**config.mk**
```make
export PLATFORM = sky130hd
export DESIGN_NAME = hour_bcd_counter
export DESIGN_NICKNAME = d
export VERILOG_FILES = /design/src/rtl/hour_bcd_counter_pkg.sv /design/src/rtl/hour_bcd_counter_bcd_digit_cnt.sv /design/src/rtl/hour_bcd_counter.sv
export SDC_FILE = /design/constraint.sdc
export NUM_CORES = 1
export LEC_CHECK = 0
export ABC_AREA = 0
export CORE_AREA = 2 2 46 48
export CTS_BUF_LIST = sky130_fd_sc_hd__clkbuf_16
export CTS_CLUSTER_DIAMETER = 30
export DETAILED_ROUTE_END_ITERATION = 6
export DIE_AREA = 0 0 48 50
export GPL_ROUTABILITY_DRIVEN = 0
export GPL_TIMING_DRIVEN = 0
export HOLD_SLACK_MARGIN = 0.05
export PLACE_DENSITY = 0.67
export SYNTH_ARGS = -nofsm -noshare
export SYNTH_HDL_FRONTEND = slang
export SYNTH_SLANG_ARGS = --single-unit
```
**constraint.sdc**
```tcl
create_clock -name CP -period 2.25 [get_ports CP]
set_clock_uncertainty 0.15 [all_clocks]
set_input_delay 0.3375 -clock CP [delete_from_list [all_inputs] [get_ports CP]]
set_output_delay 0.3375 -clock CP [all_outputs]
set_load 0.03 [all_outputs]
```
**src/rtl/hour_bcd_counter_pkg.sv**
```systemverilog
// Shared clock-datapath constants, the hour-load validity check and the
// per-cycle action encoding used by the hour counter.
package hour_bcd_counter_pkg;

    localparam int DIGIT_W = 4;

    typedef logic [DIGIT_W-1:0] digit_t;

    localparam digit_t BCD_MAX        = 4'd9;
    localparam digit_t DEF_HOUR_MAX_H = 4'd2;
    localparam digit_t DEF_HOUR_MAX_L = 4'd3;

    typedef enum logic [1:0] {
        ACT_HOLD   = 2'd0,
        ACT_LOAD   = 2'd1,
        ACT_REJECT = 2'd2,
        ACT_INC    = 2'd3
    } hour_act_e;

    // A loaded hour must be two BCD digits no later than max_h:max_l.
    function automatic logic hour_load_ok(input digit_t h, input digit_t l,
                                          input digit_t max_h, input digit_t max_l);
        return (h <= max_h) && (l <= BCD_MAX) && ((h < max_h) || (l <= max_l));
    endfunction

endpackage

```
**src/rtl/hour_bcd_counter_bcd_digit_cnt.sv**
```systemverilog
// One BCD digit register with clear, parallel load and increment; wraps to 0
// after reaching max_val, and flags at_max so the caller can build carries.
module hour_bcd_counter_bcd_digit_cnt
    import hour_bcd_counter_pkg::*;
(
    input  logic   clk,
    input  logic   rst,
    input  logic   inc,
    input  logic   clr,
    input  logic   load,
    input  digit_t ld_val,
    input  digit_t max_val,
    output digit_t q,
    output logic   at_max
);

    digit_t q_r;

    // Digit state: reset, then clear > load > increment > hold.
    always_ff @(posedge clk) begin
        if (rst) begin
            q_r <= 4'd0;
        end else if (clr) begin
            q_r <= 4'd0;
        end else if (load) begin
            q_r <= ld_val;
        end else if (inc) begin
            q_r <= at_max ? 4'd0 : q_r + 4'd1;
        end else begin
            q_r <= q_r;
        end
    end

    assign q      = q_r;
    assign at_max = (q_r == max_val);

endmodule

```
**src/rtl/hour_bcd_counter.sv**
```systemverilog
// Two-digit BCD hour counter 00..23: minute-carry advance, key-set
// increment, validated parallel load, day-carry and load-error pulses.
module hour_bcd_counter
    import hour_bcd_counter_pkg::*;
#(
    parameter digit_t HOUR_MAX_H = DEF_HOUR_MAX_H,
    parameter digit_t HOUR_MAX_L = DEF_HOUR_MAX_L
) (
    input  logic       CP,
    input  logic       CR,
    input  logic       EN,
    input  logic       SET,
    input  logic       ADJ,
    input  logic       LD,
    input  logic [3:0] LDH,
    input  logic [3:0] LDL,
    output logic [3:0] HourH,
    output logic [3:0] HourL,
    output logic       CO,
    output logic       ERR
);

    logic      adj_q_r;
    logic      co_r;
    logic      err_r;
    logic      adj_rise_s;
    logic      load_ok_s;
    logic      at_last_s;
    logic      units_at_max_s;
    logic      tens_at_max_s;
    hour_act_e act_s;
    logic      load_s;
    logic      inc_s;
    logic      wrap_s;
    logic      co_d_s;
    logic      err_d_s;

    assign adj_rise_s = ADJ & ~adj_q_r;
    assign load_ok_s  = hour_load_ok(LDH, LDL, HOUR_MAX_H, HOUR_MAX_L);
    assign at_last_s  = tens_at_max_s && (HourL == HOUR_MAX_L);

    // Priority select: LD over key-set increment over minute carry.
    always_comb begin
        act_s = ACT_HOLD;
        if (LD) begin
            act_s = load_ok_s ? ACT_LOAD : ACT_REJECT;
        end else if (SET) begin
            act_s = adj_rise_s ? ACT_INC : ACT_HOLD;
        end else if (EN) begin
            act_s = ACT_INC;
        end else begin
            act_s = ACT_HOLD;
        end
    end

    // Decode the selected action into digit controls and next pulse values.
    always_comb begin
        load_s  = 1'b0;
        inc_s   = 1'b0;
        err_d_s = 1'b0;
        case (act_s)
            ACT_LOAD:   load_s  = 1'b1;
            ACT_REJECT: err_d_s = 1'b1;
            ACT_INC:    inc_s   = 1'b1;
            ACT_HOLD:   load_s  = 1'b0;
            default:    load_s  = 1'b0;
        endcase
        wrap_s = inc_s & at_last_s;
        // Only a minute-carry wrap is a day carry; key-set wraps stay silent.
        co_d_s = wrap_s & ~SET;
    end

    hour_bcd_counter_bcd_digit_cnt u_units (
        .clk    (CP),
        .rst    (CR),
        .inc    (inc_s),
        .clr    (wrap_s),
        .load   (load_s),
        .ld_val (LDL),
        .max_val(BCD_MAX),
        .q      (HourL),
        .at_max (units_at_max_s)
    );

    hour_bcd_counter_bcd_digit_cnt u_tens (
        .clk    (CP),
        .rst    (CR),
        .inc    (inc_s & units_at_max_s),
        .clr    (wrap_s),
        .load   (load_s),
        .ld_val (LDH),
        .max_val(HOUR_MAX_H),
        .q      (HourH),
        .at_max (tens_at_max_s)
    );

    // Key edge history and registered CO/ERR pulses.
    always_ff @(posedge CP) begin
        if (CR) begin
            adj_q_r <= 1'b0;
            co_r    <= 1'b0;
            err_r   <= 1'b0;
        end else begin
            adj_q_r <= ADJ;
            co_r    <= co_d_s;
            err_r   <= err_d_s;
        end
    end

    assign CO  = co_r;
    assign ERR = err_r;

endmodule

```
==> summary.md <==
| Metric | Value |
|---|---|
| I/O Buffers | `22` |
| Adder-cell share of the synthesized area | `0` |
| Simple-gate area share of the yosys netlist | `0.302` |
| Comb power frac | `0.132` |
| Buffer count from post-CTS setup fixing | `0` |
| Max VDD drop | `0.317 mV` |
| DR WL/cell | `12.6 µm` |
| Clock Latency Late Sink | `0.24 ns` |
| DRC | `0` |
| Crit path largest cell delay | `0.54 ns` |
| Cts repair resizes | `0` |
| Vias in the first global route | `665` |
| Syn Area/Cell | `8.14 µm²` |
| Share of layout cells above drive strength 1 | `0.0381` |
| DRT Pass-1 Iters | `4` |
| Commonest cells in the synthesized netlist | `dfxtp_1 (11), o21ai_0 (8), nor2_1 (5)` |
| Worst hold-check path type | `in -> reg` |
| CP max FO | `8` |
| Critical Path AT | `2.10 ns` |
| Core footprint | `1900 µm²` |
| Vias | `730` |
| DIE AREA | `2400 µm²` |
| CP cell instances | `or4b_1, a211o_1, or3_1, a211oi_1` |
| Sw frac | `0.215` |
| Post-synthesis mux area share | `0.0156` |
| Total GRT Usage | `0.159` |
| Grt ovf | `0` |
| Clock H-tree levels | `1` |
| Vias per cell | `5.53` |
| CTS tree | `built` |
| Synth top area share | `0.342` |
| Leak Pwr | `0.322 nW` |
| Layout net count | `120` |
| Setup CP Type | `reg -> reg` |
| Synth warn | `0` |
| Diodes inserted | `0` |
| Register area share after synthesis | `0.342` |
| Hold bufs inserted after CTS | `0` |
| TritonCTS Buffers | `3` |
| Internal power | `0.475 mW` |
| Reg clk slew, reported paths | `0.04 ns` |
| Period minus WS final | `2.10 ns` |
| Die X | `48 µm` |
| Mapped Nets | `93` |
| Slew margin rel. | `0.745` |
| Yosys top cell by area | `dfxtp_1` |
| Count leader, synth | `dfxtp_1` |
| Total power | `0.604 mW` |
| Clock Tree Root | `clkbuf_16` |
| Area Growth Syn to Fin | `51.8%` |
| Synth cell types | `31` |
| Largest family of logic cells by synthesized area | `simple AND/OR/NAND/NOR gates` |
| Slowest cell on crit path | `or4b_1` |
| Pins Over Slew Limit | `0` |
| Total negative slack | `0 ns` |
| Post-synth EDFFs | `0` |
| Final Core Density | `0.513` |
| Largest net degree at the start of global routing | `11` |
| Status | `completed` |
| Type of origin of the critical path | `register` |
| RSZ-0062 raised after global routing | `false` |
| Final Hold Viols | `0` |
| Initial core utilization | `0.338` |
| Complex-gate fraction of the synthesized area | `0.294` |
| Reg power frac | `0.344` |
| Clock power share | `0.524` |
| Fmax | `476 MHz` |
| First-pass GRT wire length | `2690 µm` |
| Maxcap violations | `0` |
| Xor/xnor share of the synthesized area | `0` |
| # IOs | `24` |
| Antenna violations before repair | `0` |
| Iter 0 DRT Violations | `10` |
| Syn Inst Count | `79` |
| Num rows | `16` |
| CTS sink cnt | `11` |
| Die Span Y | `50 µm` |
| Final setup vio count | `0` |
| Period Utilization, post-route | `0.934` |
| Routed WL | `1660 µm` |
| Clock Path Buffers | `2` |
| Psw | `0.130 mW` |
| Required @ worst endpoint | `2.25 ns` |
| Ys async rst share | `0` |
| Critical path endpoint category | `register` |
| Register bit total from synthesis | `11` |
| Layout fillers | `198` |
| DP Wirelength | `1200 µm` |
| Dominant synthesized flop cell | `dfxtp_1` |
| Post-Syn Area | `643 µm²` |
| P per Cell Area | `619 nW/µm²` |
| Synth area leaders | `dfxtp_1 (34%), o21ai_0 (6.2%), a211oi_1 (4.7%)` |
| Worst-Margin Slew | `0.381 ns` |
| Final ANT Viol Nets | `0` |
==> cell type report <==
cell class	instances	area (µm²)	area share
Inverter	3	11.3	0.0115
Clock inverter	1	3.75	0.00385
Tap cell	27	33.8	0.0346
Clock buffer	3	75.1	0.0769
Sequential cell	11	220	0.226
Buffer	3	18.8	0.0192
Multi-Input combinational cell	62	393	0.403
Timing Repair Buffer	22	220	0.226
==> kinds of logic (layout without fill, tap and decap cells) <==
group | Yosys count | count (layout)
flops | 11 | 11
simple gates | 33 | 33
mux | 1 | 1
buf+inv | 6 | 32
compound gates | 28 | 28
==> stage by stage <==
step           instances  setup slack, ns  hold WS (ns)  instance area, µm²
5_1_grt              132           0.0134         0.271                 976
6_report             132            0.148         0.235                 976
3_5_place_dp         128           0.0323         0.384                 897
4_1_cts              132            0.146         0.240                 976
2_1_floorplan         79            0.134         0.259                 643
3_3_place_gp         128           0.0438         0.370                 897
==> state kept, by name (all words and copies together) (netlist names) <==
name / cells
ERR: 1
u_tens.q: 4
CO: 1
u_units.q: 4
adj_q_r: 1
==> cells in the final DEF (no fill, tap or decap) <==
| cell | instances |
|---|---|
| dfxtp_1 | 11 |
| a21o_1 | 2 |
| and3b_1 | 1 |
| or4b_1 | 2 |
| or3_1 | 2 |
| nand2_1 | 4 |
| and2_1 | 1 |
| nand4_1 | 1 |
| a211oi_1 | 4 |
| clkbuf_1 | 2 |
| a31oi_1 | 3 |
| nor3_1 | 4 |
| a32oi_1 | 1 |
| nor2_1 | 5 |
| clkbuf_16 | 3 |
| mux2i_1 | 1 |
| nor2b_1 | 3 |
| or4_1 | 1 |
| a211o_1 | 1 |
| inv_1 | 4 |
| clkdlybuf4s50_1 | 22 |
| a2111o_1 | 1 |
| nand2b_1 | 2 |
| o21ai_0 | 8 |
| o32a_1 | 1 |
| o211ai_1 | 3 |
| nand3b_1 | 1 |
| or4bb_1 | 1 |
| o221ai_1 | 1 |
| and4_1 | 1 |
| buf_6 | 1 |
| nand3_1 | 4 |
| a21oi_1 | 3 |
==> metal layers <==
metal	routed length, µm	global-route usage	vias up	share of wire
met1	788	0.199	346	0.47
li1	-	-	358	-
met2	750	0.227	22	0.45
met5	0	0	-	0
met3	70	0.0440	4	0.042
met4	50	0.108	0	0.030
==> worst max-delay path: cells and delay by family (launching register included) <==
kind	cells	cell delay, ns
AOI/OAI and AO/OA	2	0.60
and+or+nand+nor	2	0.90
DFF	1	0.36
==> power groups by stage <==
stage	clock network, mW	registers [mW]	logic [mW]
floorplan	0	0.220	0.0296
global placement	0	0.211	0.0784
detailed placement	0	0.211	0.0792
CTS	0.320	0.208	0.0796
global route	0.335	0.209	0.0856
finish	0.317	0.208	0.0797
==> final timing paths <==
| kind | start | endpoint | slack (ns) | depth (start not counted) |
|---|---|---|---|---|
| max | u_units.q[1] | u_tens.q[3] | 0.15 | 4 |
| min | LD | u_tens.q[0] | 0.24 | 3 |
| max reg2reg | u_units.q[1] | u_tens.q[3] | 0.15 | 4 |
| min reg2reg | u_tens.q[3] | u_tens.q[3] | 0.39 | 2 |
Note: power is estimated with default switching activity, not from simulation.
